--- src/rtl/paralelo_arbitro.sv ---
// paralelo_arbitro: four-channel byte scheduler in front of paralelo_serial.
// After reset it sends N_TRAIN COM characters so the deserializer can align.
// It then shares the serializer among four show-ahead FIFOs in round-robin
// order, with up to BURST_MAX bytes per grant. IDLE_CHAR is sent when no
// channel has data.
// Ports:
//   clk_4f     byte-rate clock, rising edge
//   reset      asynchronous active-high reset
//   enable     low: no new grant, the current burst stops after its byte
//   fifo_empty bit i high = FIFO i empty
//   fifo_data  FIFO i head byte on [8i+7:8i]
//   pop        one-hot combinational pop of FIFO i
//   data_out   registered byte to the serializer
//   valid_out  registered, high only for channel data bytes
//   chan_id    registered source channel of data_out
//   training   registered, high while the TRAIN state is active
module paralelo_arbitro #(
  parameter int unsigned N_TRAIN   = 4,
  parameter int unsigned BURST_MAX = 4,
  parameter logic [7:0]  COM_CHAR  = 8'hBC,
  parameter logic [7:0]  IDLE_CHAR = 8'h7C
) (
  input  logic        clk_4f,
  input  logic        reset,
  input  logic        enable,
  input  logic [3:0]  fifo_empty,
  input  logic [31:0] fifo_data,
  output logic [3:0]  pop,
  output logic [7:0]  data_out,
  output logic        valid_out,
  output logic [1:0]  chan_id,
  output logic        training
);

  localparam int unsigned TCNT_W = $clog2(N_TRAIN + 1);
  localparam int unsigned BCNT_W = 4;
  localparam logic [TCNT_W-1:0] TRAIN_LAST = TCNT_W'(N_TRAIN - 1);
  localparam logic [BCNT_W-1:0] BURST_LIM  = BCNT_W'(BURST_MAX);

  localparam logic [1:0] S_TRAIN = 2'd0;
  localparam logic [1:0] S_IDLE  = 2'd1;
  localparam logic [1:0] S_SERVE = 2'd2;

  logic [1:0]        state, state_d;
  logic [TCNT_W-1:0] train_cnt, train_cnt_d;
  logic [BCNT_W-1:0] burst_cnt, burst_cnt_d;
  logic [1:0]        ptr, ptr_d;
  logic [1:0]        grant, grant_d;
  logic [7:0]        data_d;
  logic              valid_d;
  logic [1:0]        chan_d;
  logic              training_d;
  logic [3:0]        pop_c;

  logic [1:0]        base;
  logic              arb_found;
  logic [1:0]        arb_idx;
  logic              sel_valid;
  logic [1:0]        sel;
  logic [BCNT_W-1:0] sel_cnt;
  logic [BCNT_W-1:0] sel_cnt_inc;

  // First non-empty channel at or after base, wrapping 3 -> 0.
  function automatic logic [2:0] pick_next(input logic [3:0] req, input logic [1:0] start);
    logic       found;
    logic [1:0] idx;
    logic [1:0] cand;
    found = 1'b0;
    idx   = 2'd0;
    for (int k = 0; k < 4; k++) begin
      cand = start + 2'(k);
      if (!found && req[cand]) begin
        found = 1'b1;
        idx   = cand;
      end
    end
    return {found, idx};
  endfunction

  // Next-state, pop and registered-output decode.
  always_comb begin
    state_d     = state;
    train_cnt_d = train_cnt;
    burst_cnt_d = burst_cnt;
    ptr_d       = ptr;
    grant_d     = grant;
    data_d      = IDLE_CHAR;
    valid_d     = 1'b0;
    chan_d      = chan_id;
    training_d  = 1'b0;
    pop_c       = 4'b0000;
    sel_valid   = 1'b0;
    sel         = 2'd0;
    sel_cnt     = '0;
    sel_cnt_inc = '0;

    // A drained grant hands priority to the channel after it.
    base = (state == S_SERVE) ? grant + 2'd1 : ptr;
    {arb_found, arb_idx} = pick_next(~fifo_empty, base);

    case (state)
      S_TRAIN: begin
        data_d      = COM_CHAR;
        training_d  = 1'b1;
        train_cnt_d = train_cnt + TCNT_W'(1);
        if (train_cnt == TRAIN_LAST) begin
          state_d     = S_IDLE;
          training_d  = 1'b0;
          train_cnt_d = '0;
        end
      end
      S_IDLE: begin
        if (enable && arb_found) begin
          sel_valid = 1'b1;
          sel       = arb_idx;
        end
      end
      S_SERVE: begin
        if (!fifo_empty[grant]) begin
          sel_valid = 1'b1;
          sel       = grant;
          sel_cnt   = burst_cnt;
        end else begin
          // Granted FIFO ran dry: close the grant and arbitrate as IDLE would.
          ptr_d   = grant + 2'd1;
          state_d = S_IDLE;
          if (enable && arb_found) begin
            sel_valid = 1'b1;
            sel       = arb_idx;
          end
        end
      end
      default: state_d = S_TRAIN;
    endcase

    if (sel_valid) begin
      pop_c       = 4'b0001 << sel;
      data_d      = fifo_data[{sel, 3'b000} +: 8];
      valid_d     = 1'b1;
      chan_d      = sel;
      sel_cnt_inc = sel_cnt + BCNT_W'(1);
      burst_cnt_d = sel_cnt_inc;
      // Ending the grant via IDLE lets the next grant pop in the very next cycle.
      if (sel_cnt_inc == BURST_LIM || !enable) begin
        ptr_d   = sel + 2'd1;
        state_d = S_IDLE;
      end else begin
        grant_d = sel;
        state_d = S_SERVE;
      end
    end
  end

  assign pop = reset ? 4'b0000 : pop_c;

  // State and registered outputs.
  always_ff @(posedge clk_4f or posedge reset) begin
    if (reset) begin
      state     <= S_TRAIN;
      train_cnt <= '0;
      burst_cnt <= '0;
      ptr       <= 2'd0;
      grant     <= 2'd0;
      data_out  <= COM_CHAR;
      valid_out <= 1'b0;
      chan_id   <= 2'd0;
      training  <= 1'b1;
    end else begin
      state     <= state_d;
      train_cnt <= train_cnt_d;
      burst_cnt <= burst_cnt_d;
      ptr       <= ptr_d;
      grant     <= grant_d;
      data_out  <= data_d;
      valid_out <= valid_d;
      chan_id   <= chan_d;
      training  <= training_d;
    end
  end

endmodule

--- config.mk ---
export PLATFORM = sky130hd
export DESIGN_NAME = paralelo_arbitro
export DESIGN_NICKNAME = d
export VERILOG_FILES = /design/src/rtl/paralelo_arbitro.sv
export SDC_FILE = /design/constraint.sdc
export NUM_CORES = 1
export LEC_CHECK = 0
export ABC_CLOCK_PERIOD_IN_PS = 3850
export CAP_MARGIN = 30
export CORE_MARGIN = 1.5
export CORE_UTILIZATION = 30
export CTS_BUF_LIST = sky130_fd_sc_hd__clkbuf_2
export CTS_CLUSTER_DIAMETER = 80
export DETAILED_ROUTE_END_ITERATION = 7
export REMOVE_ABC_BUFFERS = 1
export SKIP_CTS_REPAIR_TIMING = 1
export SYNTH_ARGS = -nofsm -noshare
export SYNTH_HDL_FRONTEND = slang
export SYNTH_SLANG_ARGS = --single-unit
--- constraint.sdc ---
create_clock -name clk_4f -period 3.85 [get_ports clk_4f]
set_input_delay 1.155 -clock clk_4f [delete_from_list [all_inputs] [get_ports clk_4f]]
set_output_delay 1.155 -clock clk_4f [all_outputs]
set_load 0.02 [all_outputs]
==> flow_summary.yaml, run 1 <==
timing:
  fin_tns_setup_ps: -205
  setup_ws_ps: -72.4
  fmax_mhz: 255
  min_period_ps: 3920
  relSlewSlack_pct: 66.9
  hold_violations: 0
  clock_skew_ps: 22.6
  setup_violations: 4
  finalCritPeriodShare_pct: 102
  rsz0062_at_grt: "true"
  drv_slew: 0
  worst_pin_slew_ps: 492
worst_setup_path:
  crit_end: "pop[2]"
  worstSetupPathType: "flop to output pin"
  worst-path-max-fanout: 5
  rrSetupSlack_ps: 1270
  rr_endpoint: "data_out[0]$_DFF_PP0_"
  reg2reg_depth: 12
  arrival_ps: 2770
  startpoint: "state[0]$_DFFE_PP0P_"
  worstReg2RegStart: "state[0]$_DFFE_PP0P_"
  crit_required_ps: 2690
  worst_setup_path_end_kind: "output pin"
  start_kind: "flop"
yosys:
  syn-instance-count: 201
  yosysWarnings: 0
  synth-seq-cells: 25
  synth-edff-count: 0
  synth_flop_cell: "dfrtp_1"
  seq_area_frac_synth_pct: 33.6
  ys_async_sr_fraction_pct: 100
  yosys.cell_types.count: 55
  avgSynthCellArea_um2: 9.36
  syn_area_um2: 1880
finish:
  final_nets: 346
  post-route-util_pct: 48.8
  synthToLayoutAreaGrowth_pct: 55.5
  antenna_cells: 0
  drive_gt1_share_pct: 33.4
status:
  violations: "setup timing"
  outcome: "finished, violations left"
clocking:
  clk_latency_ps: 390
  cts_tree: "yes"
  clk_path_buf_depth: 2
  root_buffer: "clkbuf_2"
  clk_pin_slew_ps: 300
  cts_buffers: 3
  clkSinkCount: 25
  cts-htree-levels: 1
floorplanning:
  die_h_um: 82.2
  fp.coreArea_um2: 5990
  ios: 55
  die_w_um: 82.2
  dieArea_um2: 6760
  start_util_pct: 31.4
  rows: 28
power_and_ir_drop:
  ir_worst_vdd_mv: 0.246
  p_leak_nw: 1.30
  power.density_nw_per_um2: 602
routing:
  ant_nets: 0
  wire_per_inst_um: 14.4
  via_per_inst: 5.00
  drt_first_pass_iters: 5
  vias: 1854
  drt_iter0_markers: 135
  detail_route.wirelength_um: 5360
  route.detailed.drc: 0
grt:
  overflow: 0
  grt_pass1_vias: 1781
  grtUsageTotal_pct: 16.6
  antenna_found_initial: 0
  grt_pass1_wl_um: 8550
  grt_max_degree: 23
placed_design:
  place_hpwl_um: 4230
  place_congestion: 0.888
  port_buffers: 54
run:
  cap_viol_max_count: 0
hold_path:
  min_path_type: "flop to flop"
-- area by class of cell --
cell class | count | area, µm²
clock buffers | 3 | 15.0
clock inverters | 1 | 7.51
fillers | 599 | 3070
inverters | 12 | 52.6
multi-input cells | 155 | 1230
flip-flops and latches | 25 | 633
well taps | 75 | 93.8
repair buffers | 100 | 895
-- flip-flops by register name, indices dropped and copies added (netlist names) --
register	count
burst_cnt	4
chan_id	2
state	2
ptr	2
train_cnt	3
data_out	8
grant	2
valid_out	1
training	1
-- worst max-delay path, stage by stage (launching register included) --
cell and delay (ps):
dfrtp_1 470, inv_2 70, buf_6 100, ha_4 150, nor2b_4 50, a311oi_4 340, nand2_1 140, o311ai_4 320
o221ai_4 190, clkinv_4 80, ha_2 160, and3_4 170, buf_6 110
-- power by group --
group	total [mW]	leakage (nW)	switching (mW)	internal [mW]
Clock	0.120	0.0126	0.0964	0.0240
Sequential	0.419	0.305	0.0486	0.370
Combinational	1.22	0.977	0.636	0.586
-- through the flow --
step	area [µm²]	worst slack (ps)	hold WS (ps)	power [mW]	instances
2_1_floorplan	1810	-68.9	457	1.04	192
6_report	2930	-72.4	507	1.76	371
3_5_place_dp	2770	-994	471	1.54	362
3_3_place_gp	2770	-973	469	1.53	362
5_1_grt	2930	-176	531	1.89	371
4_1_cts	2790	-995	512	1.66	366
-- routing by layer --
| metal | GRT usage (%) | share of wire, % | up-vias |
|---|---|---|---|
| li1 | - | - | 926 |
| met1 | 22.4 | 46 | 871 |
| met2 | 27.6 | 50 | 51 |
| met3 | 2.09 | 3.5 | 6 |
| met4 | 4.75 | 1.3 | 0 |
| met5 | 0 | 0 | - |
-- kinds of logic after synthesis --
group	share of synthesized area, %
buffers and inverters	6.45
and+or+nand+nor	15.0
muxes	6.78
xor gates and xnor gates	1.33
adders and majority gates	6.65
DFF	33.6
AOI/OAI and AO/OA	30.1
-- worst min path at each step --
| stage | start | end | depth (start not counted) |
|---|---|---|---|
| 6_report | train_cnt[0]$_DFFE_PP0P_ | train_cnt[0]$_DFFE_PP0P_ | 1 |
| 5_1_grt | train_cnt[0]$_DFFE_PP0P_ | train_cnt[0]$_DFFE_PP0P_ | 1 |
| 4_1_cts | train_cnt[0]$_DFFE_PP0P_ | train_cnt[0]$_DFFE_PP0P_ | 1 |
| 3_5_place_dp | chan_id[0]$_DFFE_PP0P_ | chan_id[0]$_DFFE_PP0P_ | 2 |
| 3_3_place_gp | chan_id[0]$_DFFE_PP0P_ | chan_id[0]$_DFFE_PP0P_ | 2 |
| 2_1_floorplan | train_cnt[0]$_DFFE_PP0P_ | train_cnt[0]$_DFFE_PP0P_ | 1 |
-- cells in the mapped netlist, types with 2 or more instances --
| cell type | instances | area, µm² |
|---|---|---|
| o21ai_1 | 4 | 20.0 |
| and2_1 | 3 | 18.8 |
| buf_4 | 2 | 15.0 |
| mux2i_1 | 9 | 90.1 |
| buf_2 | 4 | 20.0 |
| ha_1 | 10 | 125 |
| nor2b_1 | 2 | 12.5 |
| nand4_1 | 3 | 18.8 |
| inv_1 | 9 | 33.8 |
| and3_1 | 7 | 43.8 |
| dfrtp_1 | 19 | 475 |
| a211oi_1 | 11 | 82.6 |
| a21boi_0 | 10 | 75.1 |
| o31ai_1 | 2 | 15.0 |
| a21oi_1 | 11 | 55.1 |
| o21a_1 | 2 | 15.0 |
| a21oi_2 | 2 | 17.5 |
| dfstp_2 | 6 | 158 |
| nand3_1 | 2 | 10.0 |
| buf_6 | 3 | 33.8 |
| o21ai_0 | 13 | 65.1 |
| nor2_1 | 12 | 45.0 |
| nor3_1 | 2 | 10.0 |
| nand2_1 | 21 | 78.8 |
| a221oi_1 | 2 | 17.5 |
-- cells in the final DEF (no fill, tap or decap), types with 4 or more instances in the layout --
cell type,n
clkdlybuf4s50_1,45
buf_4,43
nand2_1,21
dfrtp_1,19
o21ai_0,13
a211oi_1,11
a21oi_1,10
nor2_1,10
a21boi_0,10
mux2i_1,8
inv_1,8
clkbuf_2,7
dfstp_2,6
ha_1,5
buf_6,5
and3_1,4
o21ai_1,4
ha_2,4
Power figures use the tool's default switching activity.
==> inputs of run 2 (changes only) <==
ABC_CLOCK_PERIOD_IN_PS = 3550   (was 3850)
GPL_TIMING_DRIVEN = 0   (was unset)
clock period = 3.55 ns   (was 3.85 ns; I/O delays follow)
==> run 2 against run 1 <==
Compared with the run above: the flow still finishes with violations (setup timing); setup slack got worse by 280 ps; first-iteration DRC count decreased by 10%; largest power group unchanged; critical path type is now primary input to output pin; critical endpoint is now pop[1]; wire length increased by 3.3%.
==> flow_summary.yaml, run 2 (synthesis gave the netlist of run 1 again) <==
timing:
  rsz0062_at_grt: "true"
  clock_skew_ps: 6.17
  fmax_mhz: 256
  worst_pin_slew_ps: 556
  fin_tns_setup_ps: -1380
  drv_slew: 0
  finalCritPeriodShare_pct: 110
  timing.hold.ws_ps: 508
  setup_violations: 4
  hold_violations: 0
  min_period_ps: 3900
  relSlewSlack_pct: 62.9
  setup_ws_ps: -353
finish:
  largest_register_ffs: 8
  synthToLayoutAreaGrowth_pct: 56.8
  top_register: "data_out"
  instances_no_fill: 362
  drive_gt1_share_pct: 32.1
  final_common_cell: "clkdlybuf4s50_1"
  final_nets: 337
  layout_common_cells: "clkdlybuf4s50_1, buf_4, nand2_1"
  top_regs: "data_out (8), burst_cnt (4), train_cnt (3)"
  antenna_cells: 0
  post-route-util_pct: 49.3
power_and_ir_drop:
  combPwrFrac_pct: 68.7
  ir_worst_vdd_mv: 0.318
  p_sw_uw: 889
  total_power_mw: 2.00
  p_sw_share_pct: 44.5
  p_leak_nw: 1.23
  clkPwrFrac_pct: 5.9
  p_int_mw: 1.11
  power.share.sequential_pct: 25.3
  power.density_nw_per_um2: 677
clocking:
  clk_pin_slew_ps: 250
  root_buffer: "clkbuf_2"
  cts_buffers: 3
  clk_path_buf_depth: 2
  cts-htree-levels: 1
  cts_tree: "yes"
  clkSinkCount: 25
  clk_latency_ps: 350
floorplanning:
  ios: 55
  start_util_pct: 31.4
  die_h_um: 82.2
  rows: 28
  dieArea_um2: 6760
  die_w_um: 82.2
  fp.coreArea_um2: 5990
placed_design:
  numPlacedInstances: 322
  place_hpwl_um: 3620
  port_buffers: 54
  place_congestion: 0.803
routing:
  drt_iter0_markers: 121
  via_per_inst: 5.22
  drt_first_pass_iters: 4
  wire_per_inst_um: 15.3
  ant_nets: 0
  detail_route.wirelength_um: 5540
  vias: 1890
  route.detailed.drc: 0
worst_setup_path:
  crit_required_ps: 2480
  worst_setup_path_end_kind: "output pin"
  arrival_ps: 2840
  worstSetupPathType: "primary input to output pin"
  worst-path-max-fanout: 15
  start_kind: "primary input"
  rrSetupSlack_ps: 910
grt:
  grt_pass1_vias: 1691
  grt_max_degree: 20
  antenna_found_initial: 0
  grtUsageTotal_pct: 15.2
  grt_pass1_wl_um: 7980
  overflow: 0
run:
  cap_viol_max_count: 0
status:
  violations: "setup timing"
  outcome: "finished, violations left"
hold_path:
  min_path_type: "flop to flop"
run 2: cell types whose count changed in the layout (fill, tap and decap cells not counted), moves of 3 or more:
cell and change:
ha_2 -4, buf_6 -3, clkbuf_2 -3, buf_4 -6, dfrtp_2 +3, ha_4 +4, dfrtp_1 -3
run 2: per-layer routing:
layer / up-vias / track usage [%] / part of all wire, %
met5: - / 0 / 0
met4: 0 / 4.07 / 1.5
met3: 8 / 3.41 / 5.3
met2: 62 / 24.6 / 51
met1: 904 / 20.2 / 43
li1: 916 / - / -
run 2: area by class of cell:
type / count / area (µm²)
repair buffers: 90 / 833
flip-flops and latches: 25 / 637
inverters: 12 / 57.6
well taps: 75 / 93.8
fillers: 585 / 3040
clock buffers: 3 / 15.0
clock inverters: 1 / 7.51
multi-input cells: 156 / 1310
run 2: final timing paths:
path | start | end | cells past startpoint
worst max-delay path | fifo_empty[0] | pop[1] | 10
worst min-delay path | chan_id[0]$_DFFE_PP0P_ | chan_id[0]$_DFFE_PP0P_ | 2
worst max register to register | state[0]$_DFFE_PP0P_ | data_out[0]$_DFF_PP0_ | 11
worst min register to register | chan_id[0]$_DFFE_PP0P_ | chan_id[0]$_DFFE_PP0P_ | 2
max in group asynchronous | reset | data_out[4]$_DFF_PP1_ | 3
min in group asynchronous | reset | burst_cnt[0]$_DFFE_PP0P_ | 2
run 2: power by group through the flow:
stage | clock (mW) | sequential, mW | combinational (mW)
finish | 0.119 | 0.506 | 1.37
global route | 0.133 | 0.525 | 1.49
CTS | 0.127 | 0.490 | 0.961
detailed placement | 0 | 0.497 | 0.957
global placement | 0 | 0.492 | 0.939
floorplan | 0 | 0.539 | 0.589
run 2: per-stage QoR:
| step | worst slack (ps) | cell area (µm²) |
|---|---|---|
| 2_1_floorplan | -189 | 1810 |
| 3_3_place_gp | -1700 | 2450 |
| 3_5_place_dp | -1720 | 2460 |
| 4_1_cts | -1730 | 2480 |
| 5_1_grt | -489 | 2950 |
| 6_report | -353 | 2950 |
run 2: critical path, stage by stage:
cell and delay [ps]:
buf_2 150, mux2_4 300, a22o_4 280, o211ai_4 220, a21oi_4 130, nand2_8 120, inv_8 60, ha_1 180
and3_1 160, buf_4 150
